## src/rtl/pc_sequencer_if.sv

```systemverilog
// rtl/pc_sequencer_if.sv - decode-to-sequencer control and PC/stack status bundle
interface pc_sequencer_if #(
  parameter int WIDTH       = 8,
  parameter int STACK_DEPTH = 4
);
  logic                         en;
  logic                         stall;
  logic [1:0]                   op;
  logic [WIDTH-1:0]             target;
  logic [WIDTH-1:0]             pc;
  logic [$clog2(STACK_DEPTH):0] depth;
  logic                         stk_full;
  logic                         stk_empty;
  logic                         err;

  modport master (
    output en, stall, op, target,
    input  pc, depth, stk_full, stk_empty, err
  );

  modport slave (
    input  en, stall, op, target,
    output pc, depth, stk_full, stk_empty, err
  );
endinterface

```

## src/rtl/pc_sequencer.sv

```systemverilog
// rtl/pc_sequencer.sv - PC sequencer with return-address stack; PC_SEQ_REL_JUMP_EN selects pc-relative JUMP/CALL
module pc_sequencer #(
  parameter int WIDTH       = 8,
  parameter int STEP        = 4,
  parameter int RESET_VEC   = 0,
  parameter int STACK_DEPTH = 4
) (
  input  logic          clk,
  input  logic          rst_n,
  pc_sequencer_if.slave sq
);
  localparam int AW = $clog2(STACK_DEPTH);
  localparam int DW = AW + 1;
  localparam logic [WIDTH-1:0] STEP_W  = WIDTH'(STEP);
  localparam logic [WIDTH-1:0] RESET_W = WIDTH'(RESET_VEC);
  localparam logic [DW-1:0]    FULL_D  = DW'(STACK_DEPTH);
  localparam logic [DW-1:0]    ONE_D   = DW'(1);

  typedef enum logic [1:0] {OP_INC = 2'b00, OP_JUMP = 2'b01, OP_CALL = 2'b10, OP_RET = 2'b11} op_e;

  logic [WIDTH-1:0] pc_q, pc_d;
  logic [DW-1:0]    depth_q, depth_d;
  logic             err_q, err_d;
  logic             full_q, empty_q;
  logic [WIDTH-1:0] stack_q [STACK_DEPTH];

  logic             adv;
  logic             push;
  logic [WIDTH-1:0] seq_pc;
  logic [WIDTH-1:0] dest_pc;
  logic [DW-1:0]    depth_m1;
  logic [WIDTH-1:0] top;

  assign adv      = sq.en & ~sq.stall;
  assign seq_pc   = pc_q + STEP_W;
  assign depth_m1 = depth_q - ONE_D;
  assign top      = stack_q[depth_m1[AW-1:0]];
`ifdef PC_SEQ_REL_JUMP_EN
  // Two's-complement offset: modulo addition handles negative targets.
  assign dest_pc  = pc_q + sq.target;
`else
  assign dest_pc  = sq.target;
`endif

  always_comb begin
    pc_d    = pc_q;
    depth_d = depth_q;
    err_d   = err_q;
    push    = 1'b0;
    if (adv) begin
      case (op_e'(sq.op))
        OP_INC:  pc_d = seq_pc;
        OP_JUMP: pc_d = dest_pc;
        OP_CALL: begin
          if (full_q) begin
            pc_d  = seq_pc;
            err_d = 1'b1;
          end else begin
            push    = 1'b1;
            pc_d    = dest_pc;
            depth_d = depth_q + ONE_D;
          end
        end
        OP_RET: begin
          if (empty_q) begin
            pc_d  = seq_pc;
            err_d = 1'b1;
          end else begin
            pc_d    = top;
            depth_d = depth_m1;
          end
        end
        default: pc_d = pc_q;
      endcase
    end
  end

  // Flags are registered from depth_d so they always track depth_q.
  always_ff @(posedge clk) begin
    if (!rst_n) begin
      pc_q    <= RESET_W;
      depth_q <= '0;
      err_q   <= 1'b0;
      full_q  <= 1'b0;
      empty_q <= 1'b1;
    end else begin
      pc_q    <= pc_d;
      depth_q <= depth_d;
      err_q   <= err_d;
      full_q  <= (depth_d == FULL_D);
      empty_q <= (depth_d == '0);
    end
  end

  always_ff @(posedge clk) begin
    if (rst_n && push) begin
      stack_q[depth_q[AW-1:0]] <= seq_pc;
    end
  end

  assign sq.pc        = pc_q;
  assign sq.depth     = depth_q;
  assign sq.stk_full  = full_q;
  assign sq.stk_empty = empty_q;
  assign sq.err       = err_q;
endmodule

```

## src/flat_wrapper.sv

```systemverilog
// flat-port wrapper written by rule: the top's interface ports become plain ports
module pc_sequencer_flat 
#(
  parameter int WIDTH       = 8,
  parameter int STEP        = 4,
  parameter int RESET_VEC   = 0,
  parameter int STACK_DEPTH = 4
)
  (clk, rst_n, sq_en, sq_stall, sq_op, sq_target, sq_pc, sq_depth, sq_stk_full, sq_stk_empty, sq_err);
  pc_sequencer_if #(.WIDTH(WIDTH), .STACK_DEPTH(STACK_DEPTH)) sq_i ();
  input  logic clk;
  input  logic rst_n;
  input wire logic [$bits(sq_i.en)-1:0] sq_en;
  input wire logic [$bits(sq_i.stall)-1:0] sq_stall;
  input wire logic [$bits(sq_i.op)-1:0] sq_op;
  input wire logic [$bits(sq_i.target)-1:0] sq_target;
  output wire logic [$bits(sq_i.pc)-1:0] sq_pc;
  output wire logic [$bits(sq_i.depth)-1:0] sq_depth;
  output wire logic [$bits(sq_i.stk_full)-1:0] sq_stk_full;
  output wire logic [$bits(sq_i.stk_empty)-1:0] sq_stk_empty;
  output wire logic [$bits(sq_i.err)-1:0] sq_err;
  assign sq_i.en = sq_en;
  assign sq_i.stall = sq_stall;
  assign sq_i.op = sq_op;
  assign sq_i.target = sq_target;
  assign sq_pc = sq_i.pc;
  assign sq_depth = sq_i.depth;
  assign sq_stk_full = sq_i.stk_full;
  assign sq_stk_empty = sq_i.stk_empty;
  assign sq_err = sq_i.err;
  pc_sequencer #(.WIDTH(WIDTH), .STEP(STEP), .RESET_VEC(RESET_VEC), .STACK_DEPTH(STACK_DEPTH)) u_core (.clk(clk), .rst_n(rst_n), .sq(sq_i));
endmodule
```

## config.mk

```make
export PLATFORM = sky130hd
export DESIGN_NAME = pc_sequencer_flat
export DESIGN_NICKNAME = d
export VERILOG_FILES = /design/src/rtl/pc_sequencer_if.sv /design/src/rtl/pc_sequencer.sv /design/src/flat_wrapper.sv
export SDC_FILE = /design/constraint.sdc
export NUM_CORES = 1
export LEC_CHECK = 0
export ABC_AREA = 1
export BUFFER_PORTS_ARGS = -buffer_cell sky130_fd_sc_hd__buf_2
export CAP_MARGIN = 20
export CORE_ASPECT_RATIO = 0.7
export CORE_MARGIN = 1
export CORE_UTILIZATION = 52
export DETAILED_ROUTE_END_ITERATION = 8
export PLACE_DENSITY = 0.75
export SYNTH_ARGS = -nofsm -noshare
export SYNTH_HDL_FRONTEND = slang
export SYNTH_SLANG_ARGS = --single-unit
```

## constraint.sdc

```tcl
create_clock -name clk -period 2.14 [get_ports clk]
set_clock_uncertainty 0.05 [all_clocks]
set_input_delay 0.428 -clock clk [delete_from_list [all_inputs] [get_ports clk]]
set_output_delay 0.428 -clock clk [all_outputs]
set_load 0.01 [all_outputs]
```

==> results.md <==
* Hold Slack at between 300 and 400 ps
* Initial antenna violation count at 0
* GR Util All Layers at a little over a quarter
* Vias/cell at 5.37
* Largest net degree at the start of global routing at 21
* Commonest non-fill, non-tap cells in the layout: nand2_1, nor2_1, edfxtp_1
* Initial Util at 55.9%
* PortBufs at 27
* CTS Buf Count at 5
* DP Wirelength at 4110 um
* Worst-Margin Slew at 425 ps
* Unrepaired setup endpoints after global routing: no
* Vias at ~1900
* Core area at ~4000 sq um
* Area fraction of the dominant cell type after synthesis at about 43%
* Worst relative slew slack at 71.6%
* Setup WS pre-CTS at 317 ps
* Commonest non-fill, non-tap cell in the layout: nand2_1
* Ranking of synthesized cells by area: edfxtp_1, nand2_1, dfxtp_1
* Share of flip-flops with an asynchronous set or reset at 0%
* Number of global-route vias before repair at 1716
* Post-DRT Antenna Nets at 0
* Postcts setup bufs at 0
* H-tree Lvls at 2
* Most used DFF post-synth: edfxtp_1
* Worst setup EP type: flop
* Worst setup SP type: flop
* Crit Path Class: reg -> reg
* Synthesis warning total at 0
* First DRT Iteration DRCs at 219
* Drt pass-1 iters at 5
* NumNets Final at 320
* CP Data Arrival Time at roughly 2000 ps
* R2r setup slk at around 360 ps
* Worst Path Required at approximately 2300 ps
* CTS max path bufs at 2
* Power per cell area at about 700 nW/um^2
* Hold WC Path Type: in -> reg
* Max-cap violations at 0
* Fin crit period at 1780 ps
* Cells after synthesis at ~270
* Post-synth EDFFs at 32
* Clock Tree Root: clkbuf_8
* Number of hold buffers added after cts at 0
* Highest Clock Rate at 563 MHz
* Synth area leader: edfxtp_1
* GPL Wtd Cong at 0.953
* Final setup vio count at 0
* Hold Vio Cnt, Final at 0
* Sequential fraction of the synthesis area at 55.3%
* Routed length per instance at between 15 and 20 um
* Setup_tns at 0 ps
* Die Ht at between 50 and 60 um
* Peak supply drop at approximately 0.52 mV
* Final Slew Violations at 0
* # clock sinks at between 40 and 50
* Full die area at about 4600 sq um
* Ant diodes at 0
* Yosys reg bits at between 40 and 50
* TritonCTS clock tree: done
* Max Fanout on Critical Path at 6
* Clock insertion delay at the later pin of the skew report at a little over 300 ps
* First-pass GRT wire length at 8890 um
* Static leakage at about 1.2 nW
* Clock Pin Slew Worst Setup and Hold Paths at ~90 ps
* Finished Core Util at ~64%
* Io pins at 28
* DRC Markers at 0
* GRT overflow at 0
* Final period utilization at between 80 and 90%
* Layout cells sized above 1 at between 10% and 20%
* Avg Cell Area, Syn at ~8.4 sq um
* Status: finished clean
* Post-synth net total at around 290
* Yosys cell types at 23
* Synthesis-to-finish area growth at 13.9%
* Floorplan die width at 80.6 um
* CTS resizes at 0
* Wirelength, routed at 5620 um
* Row cnt at 19
* Synthesized area at around 2200 sq um
* Final WS setup at about 360 ps
[stage by stage]
stage	cell area, sq um	std cells	total power [mW]
4_1_cts	2560	354	1.78
3_3_place_gp	2450	346	1.14
6_report	2560	354	1.78
5_1_grt	2560	354	1.84
3_5_place_dp	2450	346	1.15
2_1_floorplan	2250	266	1.09
[critical path, stage by stage (launching register included)]
cell and delay (ps):
dfxtp_1 410, inv_1 100, ha_1 360, nor2_1 380, nand3_1 150, nand3_1 120, nor2_1 50, nor2_1 90
[worst paths after layout]
kind,from,to,cells after the start
max,u_core.sq.depth[1]$_SDFF_PN0_,u_core.sq.pc[1]$_SDFFE_PN0P_,7
min,rst_n,u_core.sq.stk_empty$_SDFF_PN1_,2
max reg2reg,u_core.sq.depth[1]$_SDFF_PN0_,u_core.sq.pc[1]$_SDFFE_PN0P_,7
min reg2reg,u_core.sq.err$_SDFFE_PN0P_,u_core.sq.err$_SDFFE_PN0P_,2
[routing by layer]
layer  share of wire, %  wire length (um)  track usage (%)
met1                 47              2610             43.1
met2                 40              2230             34.3
met3                 12               689             8.96
met4                1.4                80             8.67
met5                  0                 0                0
[registers in the layout (all words and copies together) (netlist names)]
register,count
u_core.stack_q,32
u_core.sq.pc,8
u_core.sq.depth,3
u_core.sq.err,1
u_core.sq.stk_empty,1
u_core.sq.stk_full,1
[kinds of logic after synthesis]
logic type / share of synthesized area, %
fa+ha+maj: 2.79
xor+xnor: 0.390
compound gates: 6.24
simple gates: 27.9
buf+inv: 7.41
flops: 55.3
[synth_stat cells (2+ instances only)]
cell type / number
a21boi_0: 2
o21ai_0: 10
inv_1: 30
ha_1: 5
buf_6: 2
buf_4: 3
nand3_1: 26
or2_2: 4
nand2_1: 80
nand4_1: 2
a21oi_1: 11
edfxtp_1: 32
nor2_1: 36
dfxtp_1: 14
[where the power goes]
part	switching (mW)	total (mW)	internal [mW]
clock	0.309	0.653	0.344
combinational	0.0955	0.146	0.0506
sequential	0.0165	0.982	0.966
[cell type report]
| type | count | area (sq um) |
|---|---|---|
| clock buffers | 5 | 68.8 |
| clock inverters | 3 | 40.0 |
| fillers | 353 | 1460 |
| inverters | 31 | 116 |
| multi-input cells | 183 | 838 |
| flip-flops and latches | 46 | 1240 |
| well taps | 52 | 65.1 |
| repair buffers | 34 | 188 |
No activity file was read; power rests on OpenSTA's default activity.
